File: config.mk
export PLATFORM = sky130hd
export DESIGN_NAME = hilo_mdu_ctrl_flat
export DESIGN_NICKNAME = d
export VERILOG_FILES = /design/src/rtl/hilo_mdu_ctrl_if.sv /design/src/rtl/hilo_mdu_ctrl.sv /design/src/flat_wrapper.sv
export SDC_FILE = /design/constraint.sdc
export NUM_CORES = 1
export LEC_CHECK = 0
export ABC_CLOCK_PERIOD_IN_PS = 4080
export CAP_MARGIN = 20
export CORE_ASPECT_RATIO = 1.25
export CORE_MARGIN = 10
export CORE_UTILIZATION = 55
export CTS_BUF_LIST = sky130_fd_sc_hd__clkbuf_8
export DETAILED_ROUTE_END_ITERATION = 10
export GPL_TIMING_DRIVEN = 1
export PLACE_DENSITY = 0.76
export SLEW_MARGIN = 15
export SYNTH_ARGS = -nofsm -noshare
export SYNTH_HDL_FRONTEND = slang
export SYNTH_SLANG_ARGS = --single-unit
File: constraint.sdc
create_clock -name clk -period 4.08 [get_ports clk]
set_clock_uncertainty 0.1 [all_clocks]
set_input_delay 0.816 -clock clk [delete_from_list [all_inputs] [get_ports clk]]
set_output_delay 0.816 -clock clk [all_outputs]
set_load 0.05 [all_outputs]
File: src/rtl/hilo_mdu_ctrl_if.sv
`default_nettype none
//============================================================================
// Module : hilo_mdu_ctrl_if
// Brief  : EX-stage <-> multiply/divide unit request/response bundle
// Rev    : 1.0  initial release
//============================================================================
interface hilo_mdu_ctrl_if;
   logic        flush;
   logic        ex_stall;
   logic        op_valid;
   logic [8:0]  hilo_op;
   logic [31:0] src_a;
   logic [31:0] src_b;
   logic        stallreq;
   logic [31:0] hilo_rdata;
   logic        busy;
   logic [31:0] hi_o;
   logic [31:0] lo_o;

   modport master (
      output flush, ex_stall, op_valid, hilo_op, src_a, src_b,
      input  stallreq, hilo_rdata, busy, hi_o, lo_o
   );

   modport slave (
      input  flush, ex_stall, op_valid, hilo_op, src_a, src_b,
      output stallreq, hilo_rdata, busy, hi_o, lo_o
   );
endinterface
`default_nettype wire

File: src/rtl/hilo_mdu_ctrl.sv
`default_nettype none
//============================================================================
// Module : hilo_mdu_ctrl
// Brief  : Iterative multiply/divide sequencer and HI/LO register owner
// Rev    : 1.0  initial release
//============================================================================
module hilo_mdu_ctrl #(
   parameter int FAST_MUL = 0,
   parameter int ITER     = 32
) (
   input  wire            clk,
   input  wire            rst,
   hilo_mdu_ctrl_if.slave bus
);

   localparam int                 c_cnt_w = $clog2(ITER);
   localparam logic [c_cnt_w-1:0] c_last  = c_cnt_w'(ITER - 1);

   typedef enum logic [1:0] {
      S_IDLE = 2'd0,
      S_CALC = 2'd1,
      S_DONE = 2'd2
   } state_t;

   state_t              r_state;
   logic [31:0]         r_hi, r_lo;
   logic [31:0]         r_acc_hi, r_acc_lo, r_opnd;
   logic [c_cnt_w-1:0]  r_count;
   logic                r_is_div, r_is_mul, r_neg_q, r_neg_r;

   logic w_mfhi, w_mflo, w_mthi, w_mtlo, w_mult, w_multu, w_div, w_divu, w_mul;
   logic w_mult_any, w_div_any, w_signed, w_start, w_fast, w_start_mc, w_fast_go;
   logic [31:0] w_abs_a, w_abs_b;
   logic [63:0] w_fast_prod, w_prod;
   logic [31:0] w_quot, w_rem;
   logic [32:0] w_add, w_shl;
   logic [31:0] w_sub;
   logic        w_qbit;

   assign {w_mfhi, w_mflo, w_mthi, w_mtlo, w_mult, w_multu, w_div, w_divu, w_mul} = bus.hilo_op;

   assign w_mult_any = w_mult | w_multu | w_mul;
   assign w_div_any  = w_div | w_divu;
   assign w_signed   = w_mult | w_mul | w_div;
   assign w_start    = bus.op_valid & (w_mult_any | w_div_any) & ~bus.flush;
   assign w_start_mc = w_start & ~w_fast & (r_state == S_IDLE);
   assign w_fast_go  = w_start & w_fast & (r_state == S_IDLE);

   generate
      if (FAST_MUL != 0) begin : g_fast_mul
         logic [63:0] w_ext_a, w_ext_b;
         assign w_ext_a     = {{32{w_signed & bus.src_a[31]}}, bus.src_a};
         assign w_ext_b     = {{32{w_signed & bus.src_b[31]}}, bus.src_b};
         assign w_fast_prod = w_ext_a * w_ext_b;
         assign w_fast      = w_mult_any;
      end else begin : g_iter_mul
         assign w_fast_prod = 64'd0;
         assign w_fast      = 1'b0;
      end
   endgenerate

   assign w_abs_a = (w_signed & bus.src_a[31]) ? (~bus.src_a + 32'd1) : bus.src_a;
   assign w_abs_b = (w_signed & bus.src_b[31]) ? (~bus.src_b + 32'd1) : bus.src_b;

   // Multiply: conditional add into the upper half, then shift the 64-bit pair right.
   assign w_add  = {1'b0, r_acc_hi} + (r_acc_lo[0] ? {1'b0, r_opnd} : 33'd0);
   // Divide: restoring step; partial remainder < divisor keeps the difference in 32 bits.
   assign w_shl  = {r_acc_hi, r_acc_lo[31]};
   assign w_qbit = (w_shl >= {1'b0, r_opnd});
   assign w_sub  = w_shl[31:0] - r_opnd;

   assign w_prod = r_neg_q ? (~{r_acc_hi, r_acc_lo} + 64'd1) : {r_acc_hi, r_acc_lo};
   assign w_quot = r_neg_q ? (~r_acc_lo + 32'd1) : r_acc_lo;
   assign w_rem  = r_neg_r ? (~r_acc_hi + 32'd1) : r_acc_hi;

   always_ff @(posedge clk) begin
      if (rst) begin
         r_state  <= S_IDLE;
         r_hi     <= 32'd0;
         r_lo     <= 32'd0;
         r_acc_hi <= 32'd0;
         r_acc_lo <= 32'd0;
         r_opnd   <= 32'd0;
         r_count  <= '0;
         r_is_div <= 1'b0;
         r_is_mul <= 1'b0;
         r_neg_q  <= 1'b0;
         r_neg_r  <= 1'b0;
      end else if (bus.flush) begin
         r_state <= S_IDLE;
         r_count <= '0;
      end else begin
         case (r_state)
            S_IDLE: begin
               if (w_start_mc) begin
                  r_acc_hi <= 32'd0;
                  r_acc_lo <= w_div_any ? w_abs_a : w_abs_b;
                  r_opnd   <= w_div_any ? w_abs_b : w_abs_a;
                  r_is_div <= w_div_any;
                  r_is_mul <= w_mul;
                  r_neg_q  <= w_signed & (bus.src_a[31] ^ bus.src_b[31]);
                  r_neg_r  <= w_div & bus.src_a[31];
                  r_count  <= '0;
                  r_state  <= S_CALC;
               end else if (w_fast_go & ~w_mul & ~bus.ex_stall) begin
                  {r_hi, r_lo} <= w_fast_prod;
               end else if (bus.op_valid & ~bus.ex_stall) begin
                  if (w_mthi) r_hi <= bus.src_a;
                  if (w_mtlo) r_lo <= bus.src_a;
               end
            end
            S_CALC: begin
               if (r_is_div) begin
                  r_acc_hi <= w_qbit ? w_sub : w_shl[31:0];
                  r_acc_lo <= {r_acc_lo[30:0], w_qbit};
               end else begin
                  {r_acc_hi, r_acc_lo} <= {w_add, r_acc_lo[31:1]};
               end
               r_count <= r_count + c_cnt_w'(1);
               if (r_count == c_last) r_state <= S_DONE;
            end
            S_DONE: begin
               // Held here while EX is stalled elsewhere so the instruction cannot restart.
               if (~bus.ex_stall) begin
                  if (r_is_div) begin
                     r_lo <= w_quot;
                     r_hi <= w_rem;
                  end else if (~r_is_mul) begin
                     {r_hi, r_lo} <= w_prod;
                  end
                  r_state <= S_IDLE;
               end
            end
            default: r_state <= S_IDLE;
         endcase
      end
   end

   assign bus.stallreq = ~bus.flush & ((r_state == S_CALC) | w_start_mc);
   assign bus.busy     = (r_state != S_IDLE);
   assign bus.hi_o     = r_hi;
   assign bus.lo_o     = r_lo;

   always_comb begin
      bus.hilo_rdata = 32'd0;
      if ((r_state == S_DONE) && r_is_mul)
         bus.hilo_rdata = w_prod[31:0];
      else if (bus.op_valid) begin
         if (w_mfhi)
            bus.hilo_rdata = r_hi;
         else if (w_mflo)
            bus.hilo_rdata = r_lo;
         else if (w_fast_go & w_mul)
            bus.hilo_rdata = w_fast_prod[31:0];
      end
   end

endmodule
`default_nettype wire

File: src/flat_wrapper.sv
// flat-port wrapper written by rule: the top's interface ports become plain ports
module hilo_mdu_ctrl_flat 
#(
   parameter int FAST_MUL = 0,
   parameter int ITER     = 32
)
  (clk, rst, bus_flush, bus_ex_stall, bus_op_valid, bus_hilo_op, bus_src_a, bus_src_b, bus_stallreq, bus_hilo_rdata, bus_busy, bus_hi_o, bus_lo_o);
  hilo_mdu_ctrl_if bus_i ();
  input  wire clk;
  input  wire rst;
  input wire logic [$bits(bus_i.flush)-1:0] bus_flush;
  input wire logic [$bits(bus_i.ex_stall)-1:0] bus_ex_stall;
  input wire logic [$bits(bus_i.op_valid)-1:0] bus_op_valid;
  input wire logic [$bits(bus_i.hilo_op)-1:0] bus_hilo_op;
  input wire logic [$bits(bus_i.src_a)-1:0] bus_src_a;
  input wire logic [$bits(bus_i.src_b)-1:0] bus_src_b;
  output wire logic [$bits(bus_i.stallreq)-1:0] bus_stallreq;
  output wire logic [$bits(bus_i.hilo_rdata)-1:0] bus_hilo_rdata;
  output wire logic [$bits(bus_i.busy)-1:0] bus_busy;
  output wire logic [$bits(bus_i.hi_o)-1:0] bus_hi_o;
  output wire logic [$bits(bus_i.lo_o)-1:0] bus_lo_o;
  assign bus_i.flush = bus_flush;
  assign bus_i.ex_stall = bus_ex_stall;
  assign bus_i.op_valid = bus_op_valid;
  assign bus_i.hilo_op = bus_hilo_op;
  assign bus_i.src_a = bus_src_a;
  assign bus_i.src_b = bus_src_b;
  assign bus_stallreq = bus_i.stallreq;
  assign bus_hilo_rdata = bus_i.hilo_rdata;
  assign bus_busy = bus_i.busy;
  assign bus_hi_o = bus_i.hi_o;
  assign bus_lo_o = bus_i.lo_o;
  hilo_mdu_ctrl #(.FAST_MUL(FAST_MUL), .ITER(ITER)) u_core (.clk(clk), .rst(rst), .bus(bus_i));
endmodule
==> summary.md, run 1 <==
The area of the core was 26900 um^2; the number of buffers added on ports was 175. The logs give 0 for the setup fix buffers added after clock tree synthesis and 0.000178 V for the highest ir drop seen on vdd. The tools report the pin count of the biggest net entering global routing as 99.

Counting distinct cell types in the post-synthesis netlist gives 82. In this run the tightest slew margin relative to its limit is 26.7%. The tools report the total number of vias as 17028. Worst min-delay path category: flop to flop. The area overhead of the layout relative to synthesis is 17.1%.

The synthesis warning total was 0. The final global-route overflow total was 0; the maximum level of the CTS H-tree was 4. After clock tree synthesis, the clock-pin slew on the worst setup and hold paths is 0.10 ns. The number of buffers added to fix hold violations after cts is 0.

STA puts the critical path data required time at 3.16 ns. The highest net fanout along the worst path was 7; the count of TritonRoute iterations in the first routing pass was 8. The top cell type by area accounts for 22.7% of the synthesized area. Global routing consumed, on the met2 layer, 58.1% of the routing resources.

Ranked by instance count, the synthesized netlist is headed by 278 x nor2_1, 241 x nand2_1, 223 x a21oi_1. Routed wirelength normalized by instance count: 23.3 um. Counting every instance in the synthesized netlist gives 2129. The share of the clock period used by the worst path is 97.1%. The number of global-route vias before repair is 16025, and the floorplan die width is 168 um. The congestion estimate from routability-driven global placement came to 1.02. The final number of hold-violating endpoints was 0. Setup repair after global routing left no endpoint under its margin.

The tools report the number of violations reported at the end of detailed-routing iteration 0 as 1972. Leading area contributor after synthesis: dfxtp_1. The number of nets in the final layout is 2403, and the ratio of total power to cell area is 254 nW/um^2. The finished layout holds 2612 standard cells, fillers aside. Among all flip-flop cells after synthesis, the most frequent one is dfxtp_1.

In this run the remaining antenna-violating nets after routing total 0. Once placement completed, the tool counted placed cells totaling 2579. The logs give 0.49 ns for the latest clock arrival within the worst-skew pair and 2 for the maximum clock insertion buffer count. The largest single stage delay on the critical path is 0.52 ns. The sequential share of the synthesized area came out at 22.7%.

After global routing, the most crowded layer is met2. After synthesis the cells add up to 15100 um^2. The global routing usage on met3 is 5.06%, and the routed via count divided by cell count is 6.52. The worst setup path is launched from a flop. For this run, the top clock speed supported by timing is 252 MHz.

Summed over all cells, the static leakage comes to 6.66 nW. The initial cell density of the core was 56.1%; the actual slew at the worst max-slew pin was 1.10 ns. After floorplanning, the core was divided into 67 placement rows.

The final non-filler cell area was 17700 um^2; the die boundary height was 205 um. The detailed-route wire length is 60.9 mm. The cell with the most instances after synthesis was nor2_1. Setup total negative slack on the finished layout was measured at 0 ns.

TritonCTS built the clock tree. By startpoint and endpoint, the worst setup path is classified as flop to output port. The placed wire-length estimate is 48.2 mm, and the total routing usage reported by global routing is 33.8%.

For this run, design rule violations remaining after detail routing come to 0. The design draws 4.49 mW. The final critical-path required period came out at 3.96 ns. The run finished with clean final reports. The first global-routing pass estimated 93.6 mm of wire.

In this run, synthesis inferred 0 flip-flops with an integrated enable. Setup violations remaining at the end of the flow were counted as 0. Cells with a size suffix above 1 make up 7.64% of the layout. The tree is rooted in a clkbuf_8.

The boundary pin count is 176, and the number of max-capacitance violations reported is 0. The overall die area was 34500 um^2; the total placed instance area was 17300 um^2. After synthesis the netlist holds a flip-flop and latch count of 171. Global routing consumed, on the met1 layer, 39.5% of the routing resources.

In the synthesized netlist the async set-or-reset flop fraction comes to 0%. For the total clock sinks, the log shows 171. Among all stages on the critical path, the largest delay is contributed by nor4_2. Data arrives at the worst endpoint at 3.04 ns. The kind of cell with the highest combined delay along the critical path is simple AND/OR/NAND/NOR gates. The initial antenna violation count was 4. The worst path buffer plus inverter count is 1, and the total of cells resized after clock tree synthesis is 0. Traced cell by cell, the critical path runs through nor4_2 -> and3_1 -> nand2_1 -> o21ai_0 -> xor2_1 -> o22ai_1 -> buf_4. The average cell area after synthesis was 7.09 um^2. Counting every net in the synthesized netlist gives 2279. The tools report the final max-slew violation count as 0.

By area the synthesized netlist is led by dfxtp_1 23%, a21oi_1 7.4%, nor2_1 6.9%. STA classifies the critical path endpoint as an output port. TritonCTS created 17 clock buffers.
-- cell type report --
type	count	area, um^2
inverter	63	236
clock inverter	13	144
timing repair buffer	247	2240
fill	2474	9230
tap	345	432
clock buffer	18	248
antenna	2	5.00
multi-input combinational	1753	11000
sequential	171	3430
-- per-layer routing --
metal	share of wire, %	vias up	wire length, um
li1	-	7976	-
met1	38	8000	23000
met2	48	850	29500
met3	7.6	198	4650
met4	6.1	4	3730
met5	0.044	-	27
-- placed cells by master, fill, tap and decap left out, types with 13 or more instances in the layout --
master,instances
or3_1,13
nand3_1,48
o21ai_1,14
and2_1,14
o21ai_0,115
ha_1,70
a22oi_1,18
mux2i_1,53
inv_1,62
buf_4,103
xor2_1,84
a211oi_1,67
nor2_1,276
a21o_1,31
clkbuf_8,18
clkdlybuf4s50_1,140
o41ai_1,19
o22ai_1,43
a31oi_1,17
dfxtp_1,168
nand2_1,241
nand2b_1,16
o211ai_1,44
and3_1,13
nor4_1,16
o31ai_1,28
nor3_1,38
a21oi_1,223
xnor2_1,84
o21a_1,14
a311oi_1,17
-- tightest hold or removal path, cell delays in order (launching register included) --
cell     delay, ns
dfxtp_1       0.33
nand2_1       0.05
a21oi_1       0.05
-- state kept, by name, summed over array words and instances, names as in the netlist, 2 cells and up --
signal	flops
u_core.r_opnd	32
u_core.bus.hi_o	32
u_core.r_count	5
u_core.bus.lo_o	32
u_core.r_acc_hi	32
u_core.r_acc_lo	32
u_core.r_state	2
-- report_power, final --
group | total, mW | internal, mW | switching, mW
sequential | 1.81 | 1.73 | 0.0826
clock | 1.28 | 0.563 | 0.712
combinational | 1.40 | 0.510 | 0.890
-- cells by family after synthesis --
kind of cell	share of synthesized area (%)
AOI/OAI and AO/OA	30.6
xor gates and xnor gates	9.80
adders and majority gates	6.06
buffers and inverters	5.19
DFF	22.7
muxes	3.61
and+or+nand+nor	22.0
-- final timing paths --
path                                          start  cells past startpoint  slack, ns                 end
worst max-delay path             u_core.r_acc_lo[2]                      7       0.12  bus_hilo_rdata[19]
worst min-delay path                u_core.r_is_mul                      2       0.36     u_core.r_is_mul
worst max register to register  u_core.r_acc_lo[31]                     11       0.28  u_core.r_acc_hi[8]
worst min register to register      u_core.r_is_mul                      2       0.36     u_core.r_is_mul
-- metrics by stage --
step	hold WS, ns	setup slack [ns]	utilization [%]
floorplan	0.332	0.251	-
global placement	0.342	0.308	64.2
detailed placement	0.348	0.207	64.2
CTS	0.364	0.00985	65.6
global route	0.386	0.0323	65.7
finish	0.363	0.119	65.7
Power figures use the tool's default switching activity.
==> inputs of run 2 (changes only) <==
Settings changed: PLACE_DENSITY 0.76 to 0.86, SETUP_SLACK_MARGIN set to 0.2.
==> summary.md, run 2 (same netlist as run 1, synthesis figures left out) <==
The run gives 0 (-2) as the antenna diode instance count. In the layout the commonest cells are 275 x nor2_1, 240 x nand2_1, 223 x a21oi_1. The highest net fanout along the worst path is 3 (-4). The highest ir drop seen on vdd came out at 0.000173 V (-2.8%). The area used by multi-input combinational logic is 11000 um^2 (+0.83%). For the area of the core, the log shows 26900 um^2 (unchanged). Library cell contributing the largest single delay on the critical path: or4_4. Number of buffers added on ports: 175 (unchanged).

Placed wire-length estimate: 46.3 mm (-3.9%). The die boundary height was 205 um (unchanged). The run gives 2325 (-6.0%) as the number of inserted filler cells in the final layout.

The latest clock arrival within the worst-skew pair is 0.50 ns (about the same), and the fraction of final layout cells with drive strength greater than 1 is 8.31% (+0.67 points). The tools report the final-layout setup total negative slack as 0 ns (unchanged). TritonCTS built the clock tree.

The logs give 1908 (-3.2%) for the number of violations reported at the end of detailed-routing iteration 0 and 82 (-17%) for the pin count of the biggest net entering global routing. The routed wirelength normalized by instance count came out at 22.7 um (-2.6%). The stage delay of the slowest cell on the critical path was 0.55 ns (+0.03 ns); the initial antenna violation count was 1 (-3).

The top achievable clock speed is 258 MHz (+2.3%). The maximum clock insertion buffer count was 2 (unchanged); the data required time of the critical path was 3.16 ns (about the same). The tools report the total number of vias as 17259 (+1.4%). The run gives 0 (unchanged) as the number of max-capacitance violations reported. Initial cell density of the core: 56.1% (unchanged).

The tools report the cell chosen for the clock root as clkbuf_8. The site row count was 67 (unchanged); the actual slew at the worst max-slew pin was 1.10 ns (-0.00160 ns). The count of TritonRoute iterations in the first routing pass was 6 (-2).

The run gives 34500 um^2 (unchanged) as the overall die area. The critical path class was flop to output port. The run gives 17 (unchanged) as the total CTS buffers. The clock slew at the register clock pins of the worst setup and hold paths is 0.10 ns (about the same).

The post-route worst hold slack was 0.363 ns (-0.000509 ns). The share of the clock period used by the worst path came out at 94.9% (-2.2 points). The ratio of total power to cell area is 253 nW/um^2 (-0.43%).

The global-route wire length before repair was 90.1 mm (-3.7%). The run finished with clean final reports. The run gives 176 (unchanged) as the boundary pin count.

Final number of hold-violating endpoints: 0 (unchanged). The maximum level of the CTS H-tree is 4 (unchanged), and the total clock sinks is 171 (unchanged). Compared with the post-synthesis result, the final layout area differs by 17.4%. Number of nets in the final layout: 2400 (-0.12%). The commonest non-fill, non-tap cell in the layout was nor2_1.

Final max-slew violation count: 0 (unchanged). The detailed-route wire length is 59.2 mm (-2.8%), and the data arrival time of the critical path is 2.95 ns (-0.09 ns). The number of design rule violations left after detail routing was 0 (unchanged). The tools report the category of the worst setup path capture point as an output port. The worst min-delay path category was flop to flop.

The headroom to the max-slew limit is 26.5% (-0.17 points). The count of endpoints failing setup in the final report is 0 (unchanged), and the final global-route overflow total is 0 (unchanged). The total routing usage reported by global routing is 32.2% (-1.6 points), and the leakage power is 6.65 nW (-0.20%). STA classifies the critical path startpoint as a flop. Setup repair after global routing could not meet its margin everywhere. The critical path goes through or4_4 -> or3_4 -> or4_1 -> o21a_1 -> xnor2_2 -> o22ai_1 -> buf_4. The routed via count divided by cell count was 6.62 (+1.5%); the post-route antenna net violation count was 0 (unchanged).

Floorplan die width: 168 um (unchanged). The sequential standard cell area was 3430 um^2 (+0.22%). The final critical-path required period is 3.87 ns (-0.0903 ns), and the weighted congestion at the end of routability-driven global placement is 1.05 (+2.2%). For the number of global-route vias before repair, the log shows 16018 (-0.044%).
-- run 2: final cells by class --
class                           instances  area share [%]
Clock buffer                           17            1.32
Clock inverter                         15           0.847
Inverter                               63            1.34
Multi-Input combinational cell       1753            62.3
Sequential cell                       171            19.4
Tap cell                              345            2.43
Timing Repair Buffer                  244            12.4
-- run 2: report_power, final --
| part | total (mW) | internal [mW] | leakage (nW) | switching [mW] |
|---|---|---|---|---|
| Sequential | 1.81 | 1.73 | 1.39 | 0.0846 |
| Clock | 1.26 | 0.545 | 0.193 | 0.717 |
| Combinational | 1.41 | 0.516 | 5.06 | 0.891 |
| Total | 4.48 | 2.79 | 6.65 | 1.69 |
-- run 2: routing by layer --
metal / GRT usage (%) / up-vias / wire (um)
met1: 37.2 / 8084 / 22300
met3: 5.92 / 227 / 5120
met4: 21.0 / 2 / 4180
li1: - / 7958 / -
met5: 0 / - / 13
met2: 53.8 / 988 / 27600
-- run 2: per-stage QoR --
step                      util [%]  worst slack (ns)  total power [mW]  area, um^2  std cells
after floorplan                  -             0.251              2.70       15100       2129
after global placement        63.9             0.394              3.15       17200       2571
after detailed placement      63.9             0.329              3.17       17200       2571
after CTS                     65.5             0.193              4.40       17600       2604
after global routing          65.9            0.0907              4.63       17700       2608
final                         65.9             0.209              4.48       17700       2608
-- run 2: what timing repair did --
item	CTS	global route
gates resized for setup	9	18
gates cloned	0	0
buffers inserted	1	4
hold buffers	0	0
setup endpoints to repair	5	15
pin swaps	2	9
-- run 2: final timing paths --
check	end	depth (start not counted)	slack [ns]	startpoint
max reg2reg	u_core.r_acc_hi[23]	14	0.40	u_core.r_acc_lo[0]
min reg2reg	u_core.r_opnd[10]	2	0.36	u_core.r_opnd[10]
max	bus_hilo_rdata[27]	7	0.21	u_core.r_acc_lo[16]
min	u_core.r_opnd[10]	2	0.36	u_core.r_opnd[10]
-- run 2: critical path, delay by kind of cell (launching register included) --
kind | cells | cell delay [ns]
simple gates | 3 | 1.36
flops | 1 | 0.35
compound gates | 2 | 0.36
xor+xnor | 1 | 0.15
buf+inv | 1 | 0.23
